--- src/rtl/mult_div_unit.sv ---
// Radix-2 iterative multiply/divide unit holding the MIPS HI/LO registers.
// One shift-add or restoring shift-subtract step per cycle, sign fixup in FIN.
module mult_div_unit (
    input  logic        clk,
    input  logic        rst_n,
    input  logic        start,
    input  logic [1:0]  op,
    input  logic [31:0] operand_a,
    input  logic [31:0] operand_b,
    input  logic        hi_we,
    input  logic        lo_we,
    input  logic [31:0] wdata,
    output logic [31:0] hi,
    output logic [31:0] lo,
    output logic        busy,
    output logic        done,
    output logic        div_zero
);

    typedef enum logic [1:0] {IDLE, CALC, FIN} state_t;

    state_t      state;
    logic [5:0]  cnt;
    logic [1:0]  op_q;
    logic        neg_q;       // product/quotient must be negated
    logic        rneg_q;      // remainder must be negated (negative dividend)
    logic [31:0] a_raw;
    logic [31:0] a_mag;
    logic [31:0] b_mag;
    logic [63:0] acc;

    logic        is_div;
    logic        is_signed;
    logic [31:0] a_abs;
    logic [31:0] b_abs;
    logic [32:0] mul_sum;
    logic [32:0] div_shift;
    logic [32:0] div_trial;
    logic [31:0] div_rem;
    logic [63:0] acc_nxt;
    logic [63:0] prod;
    logic [31:0] quo;
    logic [31:0] rem;
    logic [31:0] fin_hi;
    logic [31:0] fin_lo;
    logic        fin_dz;

    assign is_div    = op_q[1];
    assign is_signed = ~op[0];
    assign a_abs     = (is_signed && operand_a[31]) ? (32'd0 - operand_a) : operand_a;
    assign b_abs     = (is_signed && operand_b[31]) ? (32'd0 - operand_b) : operand_b;

    // Multiply keeps the running product in acc, shifting right one bit per step.
    // Divide keeps {remainder, quotient} in acc, shifting left one bit per step.
    always_comb begin
        mul_sum   = {1'b0, acc[63:32]} + (b_mag[cnt[4:0]] ? {1'b0, a_mag} : 33'd0);
        div_shift = {acc[63:32], a_mag[5'd31 - cnt[4:0]]};
        div_trial = div_shift - {1'b0, b_mag};
        div_rem   = div_trial[32] ? div_shift[31:0] : div_trial[31:0];
        if (is_div)
            acc_nxt = {div_rem, acc[30:0], ~div_trial[32]};
        else
            acc_nxt = {mul_sum, acc[31:1]};
    end

    always_comb begin
        prod   = (!op_q[0] && neg_q) ? (64'd0 - acc) : acc;
        quo    = (!op_q[0] && neg_q) ? (32'd0 - acc[31:0]) : acc[31:0];
        rem    = (!op_q[0] && rneg_q) ? (32'd0 - acc[63:32]) : acc[63:32];
        fin_dz = 1'b0;
        if (!is_div) begin
            fin_hi = prod[63:32];
            fin_lo = prod[31:0];
        end else if (b_mag == 32'd0) begin
            fin_hi = a_raw;
            fin_lo = 32'hFFFF_FFFF;
            fin_dz = 1'b1;
        end else begin
            fin_hi = rem;
            fin_lo = quo;
        end
    end

    always_ff @(posedge clk or negedge rst_n) begin
        if (!rst_n) begin
            state    <= IDLE;
            cnt      <= 6'd0;
            op_q     <= 2'd0;
            neg_q    <= 1'b0;
            rneg_q   <= 1'b0;
            a_raw    <= 32'd0;
            a_mag    <= 32'd0;
            b_mag    <= 32'd0;
            acc      <= 64'd0;
            hi       <= 32'd0;
            lo       <= 32'd0;
            busy     <= 1'b0;
            done     <= 1'b0;
            div_zero <= 1'b0;
        end else begin
            done     <= 1'b0;
            div_zero <= 1'b0;
            case (state)
                IDLE: begin
                    if (hi_we) hi <= wdata;
                    if (lo_we) lo <= wdata;
                    if (start) begin
                        op_q   <= op;
                        neg_q  <= is_signed & (operand_a[31] ^ operand_b[31]);
                        rneg_q <= is_signed & operand_a[31];
                        a_raw  <= operand_a;
                        a_mag  <= a_abs;
                        b_mag  <= b_abs;
                        acc    <= 64'd0;
                        cnt    <= 6'd0;
                        busy   <= 1'b1;
                        state  <= CALC;
                    end
                end
                CALC: begin
                    acc <= acc_nxt;
                    cnt <= cnt + 6'd1;
                    if (cnt == 6'd31) state <= FIN;
                end
                FIN: begin
                    hi       <= fin_hi;
                    lo       <= fin_lo;
                    done     <= 1'b1;
                    div_zero <= fin_dz;
                    busy     <= 1'b0;
                    state    <= IDLE;
                end
                default: state <= IDLE;
            endcase
        end
    end

endmodule

--- config.mk ---
export PLATFORM = sky130hd
export DESIGN_NAME = mult_div_unit
export DESIGN_NICKNAME = d
export VERILOG_FILES = /design/src/rtl/mult_div_unit.sv
export SDC_FILE = /design/constraint.sdc
export NUM_CORES = 1
export LEC_CHECK = 0
export BUFFER_PORTS_ARGS = -buffer_cell sky130_fd_sc_hd__buf_2
export CAP_MARGIN = 40
export CORE_AREA = 5 5 171 206
export CTS_CLUSTER_DIAMETER = 40
export CTS_CLUSTER_SIZE = 14
export DETAILED_ROUTE_END_ITERATION = 7
export DIE_AREA = 0 0 176 211
export PLACE_DENSITY = 0.85
export SYNTH_ARGS = -nofsm -noshare
export SYNTH_HDL_FRONTEND = slang
export SYNTH_SLANG_ARGS = --single-unit
--- constraint.sdc ---
create_clock -name clk -period 4.8 [get_ports clk]
set_input_delay 0.24 -clock clk [delete_from_list [all_inputs] [get_ports clk]]
set_output_delay 0.24 -clock clk [all_outputs]
set_load 0.05 [all_outputs]
==> impl_results.md <==
* Detailed Route WL at 64.7 mm
* Final setup vio count at 0
* Worst min path class: primary input to flip-flop
* Reg2reg start: cnt[0]
* GR Util All Layers at 33.6%
* CTS Sinks at 238
* Vias in the first global route at ~18000
* Filler cells at 2617
* GPL Wtd Cong at 1.03
* CP Max Fanout at 7
* Avg Inst Size Synth at 8.14 sq um
* Final min period at 4800 ps
* Hold path startpoint: wdata[6]
* First-pass GRT wire length at approximately 100 mm
* Largest net degree at the start of global routing at 125
* Layout area overhead at 20.7%
* Post-synth EDFFs at 0
* Sequential-to-total area share from yosys stat at 33.2%
* H-tree depth at 2
* Hold path depth at 3
* P_leak at 9.82 nW
* Setup repair after global routing missed its margin: true
* #FFs+latches synth at ~240
* R2R cell count at 20
* Worst clock skew at ~28 ps
* Netlist cell types at 84
* Fin cells at 2873
* Die width at 176 um
* Final period util at 99.9%
* WHS Endpoint: hi[6]
* DRT Pass-1 Iters at 6
* Fin. Hold Viols at 0
* Post-Syn Instances at 2203
* Power per cell area at 734 nW/um^2
* Ys async rst share at 100%
* Slack of the worst reg-to-reg path at ~2.7 ps
* Fin. max-slew vios at 0
* GRT Residual Overflow at 0
* Total of max-cap violations at 0
* Dominant synthesized flop cell: dfrtp_1
* Least-Margin Pin Slew at around 1000 ps
* Synth Area in XOR/XNOR at 9.23%
* Worst IR Drop VDD at 0.323 mV
* Adder-Cell Fraction of Synth Area at 5.04%
* Worst Slack Setup Final at 2.75 ps
* Initial antenna violation count at 0
* DP HPWL at 48.0 mm
* Post-route ant nets at 0
* Die Ht at 211 um
* Setup crit end kind: flip-flop
* Compound-cell area share of the yosys netlist at between 20 and 25%
* Crit path DAT at 5190 ps
* Clk Latency, worst-skew pair at 530 ps
* First-iteration detailed-routing DRC count at 2243
* Simple-gate share of the synthesized area at 19.9%
* Clock tree from TritonCTS: done
* Via count at 18600
* # port buffers at 169
* Post-place setup slack at -262 ps
* Synth Cell Area at 17900 sq um
* Largest family of logic cells by synthesized area: compound AO/OA/AOI/OAI gates
* TritonCTS buffer count at 34
* Cell Count Post-Placement at 2775
* I/O pin total at 170
* Post-synthesis mux area share at 6.05%
* Detail-routed via count per cell at 6.48
* Clock-pin slew on the worst setup and hold paths at 60 ps
* Ys Warns at 0
* Routed len/inst at 22.5 um
* Max clock buf depth at 3
* Critical Path Source Type: flip-flop
* Final-stage net count at 2612
* Root buffer cell: clkbuf_16
* Critical path type: flip-flop to flip-flop
* Slew Limit Headroom at between 30% and 40%
* Die ar. at about 37000 sq um
* Std-Cell Core Area at 32900 sq um
* Diodes inserted at 0
* Req. time, crit path at 5190 ps
* Row cnt at 73
* Layout cell share with drive strength beyond 1 at approximately 20%
* Syn Nets at 2377
* Initial Util at a little over half
* Residual DRC count at 0
* Worst r2r dst: acc[61]
* Fmax at approximately 210 MHz
* Outcome: completed
==> per-layer routing <==
layer  wire length, um  up-vias  track usage [%]
met1             22800     8867             38.6
met5                 0        -                0
met2             31300     1075             58.3
met3              5200      312             5.37
met4              5380        0             21.7
li1                  -     8360                -
==> power breakdown <==
group | switching, W | internal (W) | leakage [nW] | total [W]
Clock | 0.00103 | 0.00141 | 0.534 | 0.00244
Combinational | 0.00572 | 0.00422 | 6.32 | 0.00994
Sequential | 0.000884 | 0.00263 | 2.97 | 0.00352
Total | 0.00763 | 0.00826 | 9.82 | 0.0159
==> logic make-up (layout without fill, tap and decap cells) <==
group                      Yosys count  count (layout)
AOI/OAI and AO/OA                  645             645
xor gates and xnor gates           189             189
adders and majority gates           71              71
buffers and inverters              213             471
DFF                                238             238
muxes                               83              83
and+or+nand+nor                    764             764
==> area by class of cell <==
cell class / count / area (sq um) / area share [%]
tap: 412 / 515 / 2.38
multi-input combinational: 1752 / 11400 / 52.5
clock buffer: 39 / 911 / 4.21
sequential: 238 / 5960 / 27.5
timing repair buffer: 351 / 2470 / 11.4
inverter: 61 / 229 / 1.06
clock inverter: 20 / 183 / 0.844
==> cell usage after synthesis, types with 5 or more instances <==
cell | number | area, sq um
inv_1 | 61 | 229
a31oi_1 | 21 | 131
a211oi_1 | 21 | 158
o41ai_1 | 9 | 78.8
clkbuf_1 | 132 | 495
buf_1 | 12 | 45.0
mux4_2 | 20 | 450
nand2b_1 | 22 | 138
o21ai_0 | 235 | 1180
nor2b_1 | 43 | 269
mux2i_1 | 60 | 601
xnor2_1 | 98 | 858
o21ai_1 | 6 | 30.0
a22oi_1 | 24 | 180
o31ai_1 | 24 | 180
nand3b_1 | 5 | 37.5
nand2_1 | 336 | 1260
nand4_1 | 12 | 75.1
and3b_1 | 5 | 43.8
o21a_1 | 10 | 75.1
nor4_1 | 32 | 200
o21bai_1 | 9 | 67.6
dfrtp_1 | 238 | 5960
a21oi_1 | 141 | 706
and3_1 | 10 | 62.6
o22ai_1 | 46 | 288
nand3_1 | 33 | 165
nor2_1 | 154 | 578
nor3_1 | 54 | 270
o221ai_1 | 8 | 70.1
buf_2 | 7 | 35.0
or2_2 | 8 | 50.1
a211o_1 | 5 | 43.8
a21o_1 | 23 | 173
ha_1 | 69 | 863
and2_1 | 5 | 31.3
o211ai_1 | 18 | 135
or4_1 | 10 | 75.1
or3_1 | 12 | 75.1
xor2_1 | 91 | 797
==> through the flow <==
stage	hold WS (ps)	total power [W]	util, %	area, sq um	TNS, ps
after floorplan	-55.6	0.00952	-	18000	0
after global placement	364	0.0124	60.4	19900	-203
after detailed placement	372	0.0126	60.7	20000	-668
after CTS	1.67	0.0153	64.9	21300	0
after global routing	23.7	0.0168	65.8	21600	-769
final	15.9	0.0159	65.8	21600	0
==> cells in the final DEF (no fill, tap or decap), drive strengths merged, types with 23 or more instances in the layout <==
master  instances
nand3          33
o22ai          46
nor3           54
o31ai          25
clkbuf         40
ha             69
nand2         337
buf           331
inv            71
a22oi          24
xor2           91
a21oi         142
a21o           23
nor2          154
mux2i          60
nor2b          43
xnor2          98
dfrtp         238
o21ai         241
nor4           33
==> how the worst max path moves through the flow <==
stage	start	cells after the start	slack, ps	to
floorplan	cnt[1]	16	0.5	acc[61]
global placement	cnt[1]	18	-140	acc[61]
detailed placement	cnt[1]	18	-260	acc[61]
CTS	cnt[0]	18	4	acc[61]
global route	cnt[0]	19	-80	acc[61]
finish	cnt[0]	20	3	acc[61]
==> worst max-delay path, stage by stage (launching register included) <==
cell      delay (ps)
dfrtp_2          430
buf_4            150
buf_12           130
buf_6            130
mux4_2           310
mux4_2           500
mux2i_2          190
buf_6            160
buf_6            110
buf_4            100
nor2b_1           40
ha_1             210
buf_4            150
nor4_1           350
a211oi_2         160
or4_4            550
a41o_4           300
a31oi_4          200
o21ai_2           80
xnor2_1          140
a221o_1          290
==> sequential cells by signal (all words and copies together) (netlist names) <==
signal / cells
done: 1
busy: 1
neg_q: 1
op_q: 2
state: 2
lo: 32
rneg_q: 1
b_mag: 32
acc: 64
a_mag: 31
div_zero: 1
hi: 32
cnt: 6
a_raw: 32
==> what timing repair did <==
item / 4_1_cts / 5_1_grt
gates resized for setup: 11 / 52
pin swaps: 4 / 24
setup buffers: 5 / 14
hold endpoints to repair: 132 / 0
cloned: 0 / 1
setup endpoints to repair: 30 / 33
hold buffers: 19 / 0
Note: power is estimated with default switching activity, not from simulation.
